### config.mk
export PLATFORM = sky130hd
export DESIGN_NAME = uart_tx_arbiter
export DESIGN_NICKNAME = d
export VERILOG_FILES = /design/src/rtl/uart_tx_arbiter.sv
export SDC_FILE = /design/constraint.sdc
export NUM_CORES = 1
export LEC_CHECK = 0
export BUFFER_PORTS_ARGS = -buffer_cell sky130_fd_sc_hd__clkbuf_2
export CORE_ASPECT_RATIO = 0.75
export CORE_UTILIZATION = 25
export DETAILED_ROUTE_END_ITERATION = 8
export GPL_TIMING_DRIVEN = 1
export PLACE_DENSITY = 0.43
export SLEW_MARGIN = 20
export SYNTH_ARGS = -nofsm -noshare
export SYNTH_HDL_FRONTEND = slang
export SYNTH_SLANG_ARGS = --single-unit
### constraint.sdc
create_clock -name clk -period 2.6 [get_ports clk]
set_input_delay 0.52 -clock clk [delete_from_list [all_inputs] [get_ports clk]]
set_output_delay 0.52 -clock clk [all_outputs]
set_load 0.005 [all_outputs]
### src/rtl/uart_tx_arbiter.sv
// rtl/uart_tx_arbiter.sv - round-robin, message-granular arbiter sharing one UART TX byte port
// An owner keeps the TX path until it hands over a last byte or stalls for TIMEOUT cycles.
module uart_tx_arbiter #(
    parameter int N_REQ   = 4,
    parameter int DATA_W  = 8,
    parameter int TIMEOUT = 2160
) (
    input  logic                    clk,
    input  logic                    rst_n,
    input  logic [N_REQ-1:0]        req_valid,
    input  logic [N_REQ*DATA_W-1:0] req_data,
    input  logic [N_REQ-1:0]        req_last,
    output logic [N_REQ-1:0]        req_ready,
    output logic [N_REQ-1:0]        grant,
    output logic                    tx_valid,
    output logic [DATA_W-1:0]       tx_data,
    input  logic                    tx_ready,
    output logic                    timeout
);

    localparam int PW = (N_REQ > 1) ? $clog2(N_REQ) : 1;
    localparam int CW = $clog2(TIMEOUT);
    localparam logic [CW-1:0] C_STALL_LAST = CW'(TIMEOUT - 1);

    typedef enum logic {
        S_IDLE,
        S_LOCK
    } state_t;

    state_t            r_state;
    state_t            w_state_nxt;
    logic [PW-1:0]     r_owner;
    logic [PW-1:0]     w_owner_nxt;
    logic [PW-1:0]     r_rr_ptr;
    logic [PW-1:0]     w_rr_nxt;
    logic [N_REQ-1:0]  r_grant;
    logic [N_REQ-1:0]  w_grant_nxt;
    logic [CW-1:0]     r_stall_cnt;
    logic [CW-1:0]     w_stall_nxt;
    logic              r_timeout;
    logic              w_timeout_nxt;

    logic [PW-1:0]     w_pick;
    logic              w_pick_found;
    logic              w_owner_valid;
    logic              w_owner_last;
    logic              w_xfer;

    function automatic logic [PW-1:0] wrap_idx(input int v);
        return PW'(v % N_REQ);
    endfunction

    // Walk from the farthest candidate to the nearest so the nearest valid index wins.
    always_comb begin
        w_pick       = '0;
        w_pick_found = 1'b0;
        for (int i = N_REQ; i >= 1; i--) begin
            if (req_valid[wrap_idx(int'(r_rr_ptr) + i)]) begin
                w_pick       = wrap_idx(int'(r_rr_ptr) + i);
                w_pick_found = 1'b1;
            end
        end
    end

    assign w_owner_valid = req_valid[r_owner];
    assign w_owner_last  = req_last[r_owner];
    assign w_xfer        = (r_state == S_LOCK) && w_owner_valid && tx_ready;

    always_comb begin
        w_state_nxt   = r_state;
        w_owner_nxt   = r_owner;
        w_rr_nxt      = r_rr_ptr;
        w_grant_nxt   = r_grant;
        w_stall_nxt   = r_stall_cnt;
        w_timeout_nxt = 1'b0;
        case (r_state)
            S_IDLE: begin
                w_stall_nxt = '0;
                if (w_pick_found) begin
                    w_owner_nxt         = w_pick;
                    w_grant_nxt         = '0;
                    w_grant_nxt[w_pick] = 1'b1;
                    w_state_nxt         = S_LOCK;
                end
            end
            S_LOCK: begin
                if (w_xfer) begin
                    w_stall_nxt = '0;
                    if (w_owner_last) begin
                        w_rr_nxt    = r_owner;
                        w_grant_nxt = '0;
                        w_state_nxt = S_IDLE;
                    end
                end else if (!w_owner_valid) begin
                    // Only an absent byte counts as a stall; a busy UART does not.
                    if (r_stall_cnt == C_STALL_LAST) begin
                        w_timeout_nxt = 1'b1;
                        w_rr_nxt      = r_owner;
                        w_grant_nxt   = '0;
                        w_stall_nxt   = '0;
                        w_state_nxt   = S_IDLE;
                    end else if (r_stall_cnt != '1) begin
                        w_stall_nxt = r_stall_cnt + 1'b1;
                    end
                end
            end
            default: begin
                w_state_nxt = S_IDLE;
                w_grant_nxt = '0;
            end
        endcase
    end

    always_ff @(posedge clk or negedge rst_n) begin
        if (!rst_n) begin
            r_state     <= S_IDLE;
            r_owner     <= '0;
            r_rr_ptr    <= PW'(N_REQ - 1);
            r_grant     <= '0;
            r_stall_cnt <= '0;
            r_timeout   <= 1'b0;
        end else begin
            r_state     <= w_state_nxt;
            r_owner     <= w_owner_nxt;
            r_rr_ptr    <= w_rr_nxt;
            r_grant     <= w_grant_nxt;
            r_stall_cnt <= w_stall_nxt;
            r_timeout   <= w_timeout_nxt;
        end
    end

    always_comb begin
        req_ready = '0;
        tx_valid  = 1'b0;
        tx_data   = '0;
        if (r_state == S_LOCK) begin
            req_ready[r_owner] = tx_ready;
            tx_valid           = w_owner_valid;
            tx_data            = req_data[int'(r_owner)*DATA_W +: DATA_W];
        end
    end

    assign grant   = r_grant;
    assign timeout = r_timeout;

endmodule
==> flow_metrics.py, run 1 <==
metrics = {
    "run_status": {
        "status": "completed",
    },
    "worst_setup_path": {
        "timing.rr.end": "grant[1]",
        "endpoint_kind": "output pin",
        "critPathKind": "reg -> out",
        "r2r_start": "r_owner[0]",
        "cp.arrival_ns": 1.81,
        "r2r_cells": 4,
        "start_kind": "flip-flop",
        "cp_cell_sequence": "buf_4 -> mux4_1 -> and2_1 -> clkbuf_2",
        "max_stage_delay_ns": 0.54,
        "required_ns": 2.08,
        "crit_slowest_cell": "mux4_1",
        "cp_max_fo": 6,
        "r2r_slack_ns": 0.36,
    },
    "place": {
        "portBuffers": 60,
        "post-place-ws_ns": 0.218,
        "placed_cell_area_um2": 2050,
        "dpl.hpwl_um": 3690,
        "place_congestion": 0.737,
    },
    "global_route": {
        "grt_pass1_wl_um": 7830,
        "gr-total-overflow": 0,
        "grt_max_degree": 23,
        "antenna_found_initial": 0,
        "grt_pass1_vias": 1477,
        "globalRouteTotalUtil": 0.147,
    },
    "logic_synthesis": {
        "syn_area_um2": 1660,
        "yosysTopAreaCellShare": 0.301,
        "yosysSeqAreaShare": 0.332,
        "synthArstFlopShare": 1.00,
        "synth_top_family_by_area": "simple AND/OR/NAND/NOR gates",
        "synth_xor_area_frac": 0,
        "synth_area_leaders": "dfrtp_1 30%, mux4_2 8.1%, mux4_1 6.3%, and2_1 3.4%, dfstp_2 3.2%",
        "synth_flop_cell": "dfrtp_1",
        "synth-edff-count": 0,
        "synth_compound_area_frac": 0.157,
        "synth.most_common_cell": "dfrtp_1",
        "synth-simple-area-share": 0.266,
        "synthAdderAreaFrac": 0.00752,
        "synth_seq_cells": 22,
        "muxShareOfSynthArea": 0.176,
        "syn_nets": 208,
        "synth_cells": 164,
        "ys_types": 49,
        "yosys.area.top_type": "dfrtp_1",
        "syn_avg_cell_area_um2": 10.1,
        "yosys_warnings": 0,
        "synth_common_cells": "20 x dfrtp_1, 12 x inv_1, 9 x and2_1, 9 x nand2_1, 8 x nand3_1",
    },
    "power_and_ir_drop": {
        "p_int_mw": 1.08,
        "peakVddDrop_v": 0.000321,
        "swShare": 0.378,
        "p_comb_frac": 0.498,
        "power_density_nw_per_um2": 819,
        "seqPwrFrac": 0.311,
        "p_clk_frac": 0.192,
        "p_switching_uw": 659,
        "p_leak_nw": 0.944,
    },
    "clock_network": {
        "clock_insertion_delay_worst_skew_ns": 0.27,
        "cts_tree": "done",
        "cts_sinks": 22,
        "postCtsHoldBufs": 0,
        "cts_buffers": 3,
        "path_clk_slew_ns": 0.09,
        "cts_setup_buffers": 0,
        "clock_path_buffers": 2,
        "cts-root-buf": "clkbuf_8",
        "htreeDepth": 1,
        "post_cts_resized": 0,
    },
    "floorplanning": {
        "io-pin-count": 61,
        "initial_utilization": 0.262,
        "fp.dieH_um": 72.7,
        "coreArea_um2": 6350,
        "die_w_um": 96.2,
        "rows": 25,
        "die_area_um2": 6990,
    },
    "min_path": {
        "worstHoldPathType": "in -> async",
    },
    "finish": {
        "nets": 270,
        "area_delta_synth_final_pct": 27.7,
        "n_fill_cell": 664,
        "multiInputGateArea_um2": 1010,
        "postLayoutCellArea_um2": 2130,
        "fin_util": 0.335,
        "diodes": 0,
        "final-seq-area_um2": 553,
        "layout-drive-gt1-share": 0.382,
    },
    "job": {
        "cap_violations": 0,
    },
    "sta": {
        "rsz0062_at_grt": "no",
        "report.final.slew_viol_count": 0,
        "setup_violations": 0,
        "tightest_slew_ns": 0.588,
        "period_share": 0.896,
        "skew_ns": 0.00468,
        "finalHoldViolCount": 0,
        "fmax_mhz": 429,
        "layout_min_cycle_time_ns": 2.33,
        "holdWs_ns": 0.234,
        "finalWorstSetupSlack_ns": 0.269,
        "final.setup.tns_ns": 0,
        "slew-limit-headroom": 0.608,
    },
    "drt": {
        "vias_per_cell": 5.11,
        "postRouteAntennaNets": 0,
        "dr.pass1.iters": 4,
        "drc_errors": 0,
        "vias": 1565,
        "wire_per_inst_um": 15.4,
        "wl_um": 4720,
        "drt_iter0_markers": 121,
    },
}
[cell families after synthesis]
kind of cell               count (synthesis)
DFF                                       22
AOI/OAI and AO/OA                         34
and+or+nand+nor                           71
buffers and inverters                     21
muxes                                     15
adders and majority gates                  1
[layer usage]
metal	global-route usage	routed length [um]	vias to the layer above
met5	0	0	-
met4	0.0182	28	0
met3	0.0313	163	4
met2	0.220	2110	35
met1	0.223	2420	761
li1	-	-	765
[sequential cells by signal, summed over array words and instances (netlist names)]
| signal | flops |
|---|---|
| grant | 4 |
| r_owner | 2 |
| r_rr_ptr | 2 |
| r_state | 1 |
| r_stall_cnt | 12 |
| timeout | 1 |
[cell type report]
type,count,area share
Inverter,12,0.0212
Multi-Input combinational cell,121,0.475
Timing Repair Buffer,66,0.162
Sequential cell,22,0.260
Clock buffer,3,0.0194
Tap cell,81,0.0477
Clock inverter,1,0.0141
[power by group through the flow]
stage | sequential [mW] | combinational, mW | clock (mW)
after global placement | 0.555 | 0.881 | 0
final | 0.540 | 0.866 | 0.334
after global routing | 0.556 | 0.955 | 0.358
after detailed placement | 0.545 | 0.881 | 0
after floorplan | 0.495 | 0.627 | 0
after CTS | 0.541 | 0.880 | 0.342
[critical path: cells and delay by family, from the launching register on]
| kind | cells | cell delay, ns |
|---|---|---|
| AND/OR/NAND/NOR | 1 | 0.17 |
| buffers and inverters | 2 | 0.32 |
| multiplexers | 1 | 0.54 |
| flip-flops | 1 | 0.50 |
[placed cells by master (no fill, tap or decap), drive strengths merged, types with 3 or more instances in the layout]
| master | count |
|---|---|
| and3 | 6 |
| and2 | 9 |
| clkbuf | 63 |
| nand4 | 6 |
| or4 | 4 |
| dfrtp | 20 |
| nor4 | 4 |
| mux4 | 10 |
| nand2 | 9 |
| o211ai | 4 |
| o21ai | 5 |
| o31ai | 4 |
| a21oi | 7 |
| buf | 6 |
| nand3 | 8 |
| inv | 12 |
| nor2 | 6 |
| o22ai | 4 |
| mux2i | 3 |
| nor3 | 3 |
[through the flow]
step / instances / power [mW]
4_1_cts: 306 / 1.76
6_report: 306 / 1.74
5_1_grt: 306 / 1.87
3_3_place_gp: 302 / 1.44
3_5_place_dp: 302 / 1.43
2_1_floorplan: 164 / 1.12
[worst max-delay path by stage]
stage                 startpoint         end  slack [ns]  depth (start not counted)
detailed placement  req_valid[3]    grant[2]        0.22                          5
CTS                   r_owner[0]  tx_data[1]        0.25                          4
finish                r_owner[0]  tx_data[1]        0.27                          4
global placement    req_valid[3]    grant[2]        0.24                          5
floorplan             r_owner[0]  tx_data[2]        0.54                          4
global route          r_owner[0]  tx_data[1]        0.15                          4
Power figures use the tool's default switching activity.
==> run 2: changes to the inputs <==
CAP_MARGIN = 20   (was unset)
PLACE_DENSITY = unset   (was 0.43)
PLACE_DENSITY_LB_ADDON = 0.12   (was unset)
==> run 2 against run 1 <==
  * Clock skew shrank 0.0019 ns
  * Sequential share of layout area grew 0.28 points
  * Utilization shrank 0.35 points
  * Setup slack gained 0.070 ns
  * Non-clock buffer count grew 1
  * Power shrank 6.8%
  * Maximum frequency grew 3.1%
==> flow_metrics.py, run 2 (same netlist as run 1, synthesis figures left out) <==
metrics = {
    "run_status": {
        "status": "completed",
    },
    "finish": {
        "fin_util": 0.331,
        "nets": 271,
        "diodes": 0,
        "n_fill_cell": 672,
        "top_register": "r_stall_cnt",
        "final_common_cell": "clkbuf_2",
        "largest_reg_flops": 12,
        "layout-drive-gt1-share": 0.382,
        "layout_common_cells": "60 x clkbuf_2, 20 x dfrtp_1, 12 x inv_1",
        "area_delta_synth_final_pct": 26.4,
    },
    "worst_setup_path": {
        "r2r_cells": 5,
        "r2r_slack_ns": 0.47,
        "cp.arrival_ns": 1.74,
        "endpoint_kind": "output pin",
        "required_ns": 2.08,
        "critPathKind": "reg -> out",
        "cp_max_fo": 14,
        "start_kind": "flip-flop",
    },
    "floorplanning": {
        "die_w_um": 96.2,
        "initial_utilization": 0.262,
        "die_area_um2": 6990,
        "fp.dieH_um": 72.7,
        "rows": 25,
        "io-pin-count": 61,
        "coreArea_um2": 6350,
    },
    "place": {
        "dpl.hpwl_um": 3810,
        "place_congestion": 0.804,
        "portBuffers": 60,
    },
    "sta": {
        "layout_min_cycle_time_ns": 2.26,
        "skew_ns": 0.00274,
        "setup_violations": 0,
        "final.setup.tns_ns": 0,
        "fmax_mhz": 442,
        "rsz0062_at_grt": "no",
        "slew-limit-headroom": 0.594,
        "period_share": 0.869,
        "finalHoldViolCount": 0,
        "report.final.slew_viol_count": 0,
        "holdWs_ns": 0.249,
        "tightest_slew_ns": 0.608,
    },
    "drt": {
        "wire_per_inst_um": 15.8,
        "drc_errors": 0,
        "postRouteAntennaNets": 0,
        "vias": 1567,
        "vias_per_cell": 5.12,
        "wl_um": 4850,
        "dr.pass1.iters": 4,
        "drt_iter0_markers": 44,
    },
    "clock_network": {
        "postCtsHoldBufs": 0,
        "post_cts_resized": 0,
        "cts-root-buf": "clkbuf_8",
        "cts_setup_buffers": 0,
        "cts_buffers": 3,
        "path_clk_slew_ns": 0.08,
        "htreeDepth": 1,
        "cts_sinks": 22,
        "clock_insertion_delay_worst_skew_ns": 0.26,
        "clock_path_buffers": 2,
        "cts_tree": "done",
    },
    "min_path": {
        "worstHoldPathType": "in -> async",
    },
    "power_and_ir_drop": {
        "power_density_nw_per_um2": 771,
        "p_leak_nw": 0.935,
        "peakVddDrop_v": 0.000320,
    },
    "global_route": {
        "antenna_found_initial": 0,
        "grt_max_degree": 23,
        "globalRouteTotalUtil": 0.151,
        "grt_pass1_wl_um": 7990,
        "grt_pass1_vias": 1512,
        "gr-total-overflow": 0,
    },
    "job": {
        "cap_violations": 0,
    },
}
==> run 2: cell types whose count changed in the layout (fill, tap and decap cells not counted), sizes merged <==
cell    before  now
buf          6    7
bufinv       1    0
==> run 2: worst paths after layout <==
path | from | to
min in group clk | grant[3] | grant[3]
setup reg to reg | r_owner[0] | r_rr_ptr[0]
hold reg to reg | grant[3] | grant[3]
hold / removal | rst_n | r_stall_cnt[5]
setup / recovery | r_owner[0] | tx_data[0]
max in group asynchronous | rst_n | r_owner[1]
==> run 2: cell type report <==
cell class	count	area, um2	share of cell area
clock buffers	3	41.3	0.0196
multi-input cells	121	1010	0.480
well taps	81	101	0.0482
flip-flops and latches	22	553	0.263
repair buffers	67	353	0.168
inverters	12	45.0	0.0214
==> run 2: power breakdown <==
group,switching (mW),internal [mW]
Combinational,0.457,0.447
Clock,0.114,0.104
Sequential,0.0703,0.429
==> run 2: critical path, stage by stage (launching register included) <==
cell      delay (ns)
dfrtp_1         0.38
buf_4           0.25
mux4_1          0.57
and2_1          0.17
clkbuf_2        0.10
==> run 2: metrics by stage <==
stage / area, um2 / setup slack (ns) / total power, mW / instances
detailed placement: 2060 / 0.234 / 1.42 / 303
global route: 2100 / 0.232 / 1.75 / 306
finish: 2100 / 0.340 / 1.62 / 306
global placement: 2060 / 0.261 / 1.43 / 303
CTS: 2100 / 0.300 / 1.65 / 306
floorplan: 1660 / 0.542 / 1.12 / 164
==> run 2: layer usage <==
layer | vias up | wire length (um) | GRT usage
met5 | - | 0 | 0
met4 | 0 | 17 | 0.0265
met3 | 4 | 171 | 0.0333
met2 | 28 | 2190 | 0.218
met1 | 773 | 2480 | 0.231
li1 | 762 | - | -
==> run 3: changes to the inputs <==
==> constraint.sdc (replaced) <==
create_clock -name clk -period 2.6 [get_ports clk]
set_input_delay 0.26 -clock clk [delete_from_list [all_inputs] [get_ports clk]]
set_output_delay 0.26 -clock clk [all_outputs]
set_load 0.005 [all_outputs]
==> run 3 against run 2 <==
  * Clock power increased by 50%
  * Clock skew increased by 0.0014 ns
  * Setup slack improved by 0.11 ns
  * Wire length decreased by 4.0%
  * Via count increased by 1.5%
  * Critical path type is now reg -> reg
  * Largest power group unchanged
==> flow_metrics.py, run 3 (same netlist as run 1, synthesis figures left out) <==
metrics = {
    "sta": {
        "setup_violations": 0,
        "holdWs_ns": 0.414,
        "rsz0062_at_grt": "no",
        "slew-limit-headroom": 0.609,
        "period_share": 0.825,
        "final.setup.tns_ns": 0,
        "tightest_slew_ns": 0.581,
        "fmax_mhz": 466,
        "finalHoldViolCount": 0,
        "report.final.slew_viol_count": 0,
        "layout_min_cycle_time_ns": 2.15,
        "skew_ns": 0.00415,
    },
    "floorplanning": {
        "die_w_um": 96.2,
        "rows": 25,
        "io-pin-count": 61,
        "fp.dieH_um": 72.7,
        "die_area_um2": 6990,
        "coreArea_um2": 6350,
        "initial_utilization": 0.262,
    },
    "power_and_ir_drop": {
        "peakVddDrop_v": 0.000268,
        "p_leak_nw": 0.937,
        "power_density_nw_per_um2": 816,
    },
    "clock_network": {
        "cts_setup_buffers": 0,
        "cts_tree": "done",
        "clock_path_buffers": 2,
        "post_cts_resized": 0,
        "cts_sinks": 22,
        "path_clk_slew_ns": 0.09,
        "htreeDepth": 1,
        "postCtsHoldBufs": 1,
        "clock_insertion_delay_worst_skew_ns": 0.27,
        "cts-root-buf": "clkbuf_8",
        "cts_buffers": 3,
    },
    "place": {
        "placed_cell_area_um2": 2040,
        "dp.cells": 300,
        "place_congestion": 0.715,
        "dpl.hpwl_um": 3550,
        "portBuffers": 60,
    },
    "global_route": {
        "grt_pass1_wl_um": 7900,
        "gr-total-overflow": 0,
        "grt_max_degree": 23,
        "globalRouteTotalUtil": 0.147,
        "antenna_found_initial": 0,
        "grtUsageMet1": 0.227,
        "grt_pass1_vias": 1464,
        "met3_usage": 0.0271,
        "grt-busiest-layer": "met1",
        "met2_usage": 0.215,
    },
    "worst_setup_path": {
        "critPathKind": "reg -> reg",
        "cp_max_fo": 9,
        "endpoint_kind": "flip-flop",
        "cp_cell_sequence": "or4b_1 -> o41a_1 -> a22oi_4 -> o22ai_1",
        "r2r_cells": 4,
        "crit_slowest_cell": "o41a_1",
        "cp.arrival_ns": 2.29,
        "max_stage_delay_ns": 0.60,
        "start_kind": "flip-flop",
        "required_ns": 2.74,
    },
    "drt": {
        "drc_errors": 0,
        "drt_iter0_markers": 61,
        "postRouteAntennaNets": 0,
        "dr.pass1.iters": 4,
        "wl_um": 4650,
        "vias": 1591,
        "vias_per_cell": 5.22,
        "wire_per_inst_um": 15.3,
    },
    "finish": {
        "fin_util": 0.334,
        "final_common_cell": "clkbuf_2",
        "nets": 269,
        "top_register": "r_stall_cnt",
        "layout-drive-gt1-share": 0.375,
        "postLayoutCellArea_um2": 2120,
        "layout_common_cells": "60 x clkbuf_2, 20 x dfrtp_1, 12 x inv_1",
        "area_delta_synth_final_pct": 27.4,
        "instances_no_fill": 305,
        "largest_reg_flops": 12,
        "diodes": 0,
    },
    "job": {
        "cap_violations": 0,
    },
    "min_path": {
        "hold_depth": 3,
        "worstHoldPathType": "in -> reg",
    },
    "run_status": {
        "status": "completed",
    },
}
[run 3: changes by cell type in the layout (fill, tap and decap cells not counted), sizes merged]
| cell | delta |
|---|---|
| buf | -3 |
| dlygate4sd3 | +1 |
| bufinv | +1 |
[run 3: path summary, 6_finish.rpt]
| kind | startpoint | to | slack [ns] |
|---|---|---|---|
| max | r_stall_cnt[8] | grant[1] | 0.45 |
| min | req_valid[0] | grant[0] | 0.41 |
| max reg2reg | r_stall_cnt[8] | grant[1] | 0.45 |
| min reg2reg | r_stall_cnt[0] | r_stall_cnt[0] | 0.53 |
| max in group asynchronous | rst_n | r_rr_ptr[0] | 1.71 |
| min in group asynchronous | rst_n | r_stall_cnt[5] | 0.52 |
[run 3: per-layer routing]
layer  vias to the layer above  wire length, um
met5                         -                0
met4                         0               25
met3                         4              168
met2                        33             2000
met1                       791             2460
li1                        763                -
[run 3: critical path, delay by kind of cell, from the launching register on]
kind            cells  cell delay, ns
simple gates        1            0.58
compound gates      3            0.97
flops               1            0.46
[run 3: report_power, final]
| part | internal, mW | leakage, nW | total (mW) | switching (mW) |
|---|---|---|---|---|
| logic | 0.448 | 0.614 | 0.903 | 0.455 |
| clock network | 0.206 | 0.0357 | 0.328 | 0.122 |
| registers | 0.429 | 0.287 | 0.501 | 0.0714 |
[run 3: per-stage QoR]
step,setup WS [ns],power (mW)
floorplan,0.580,1.12
global placement,0.483,1.43
detailed placement,0.475,1.41
CTS,0.458,1.75
global route,0.358,1.87
finish,0.455,1.73
[run 3: cell type report]
class	count	area (um2)
inverters	12	45.0
clock inverters	1	30.0
clock buffers	3	41.3
repair buffers	65	340
flip-flops and latches	22	553
multi-input cells	121	1010
well taps	81	101
fillers	647	4230
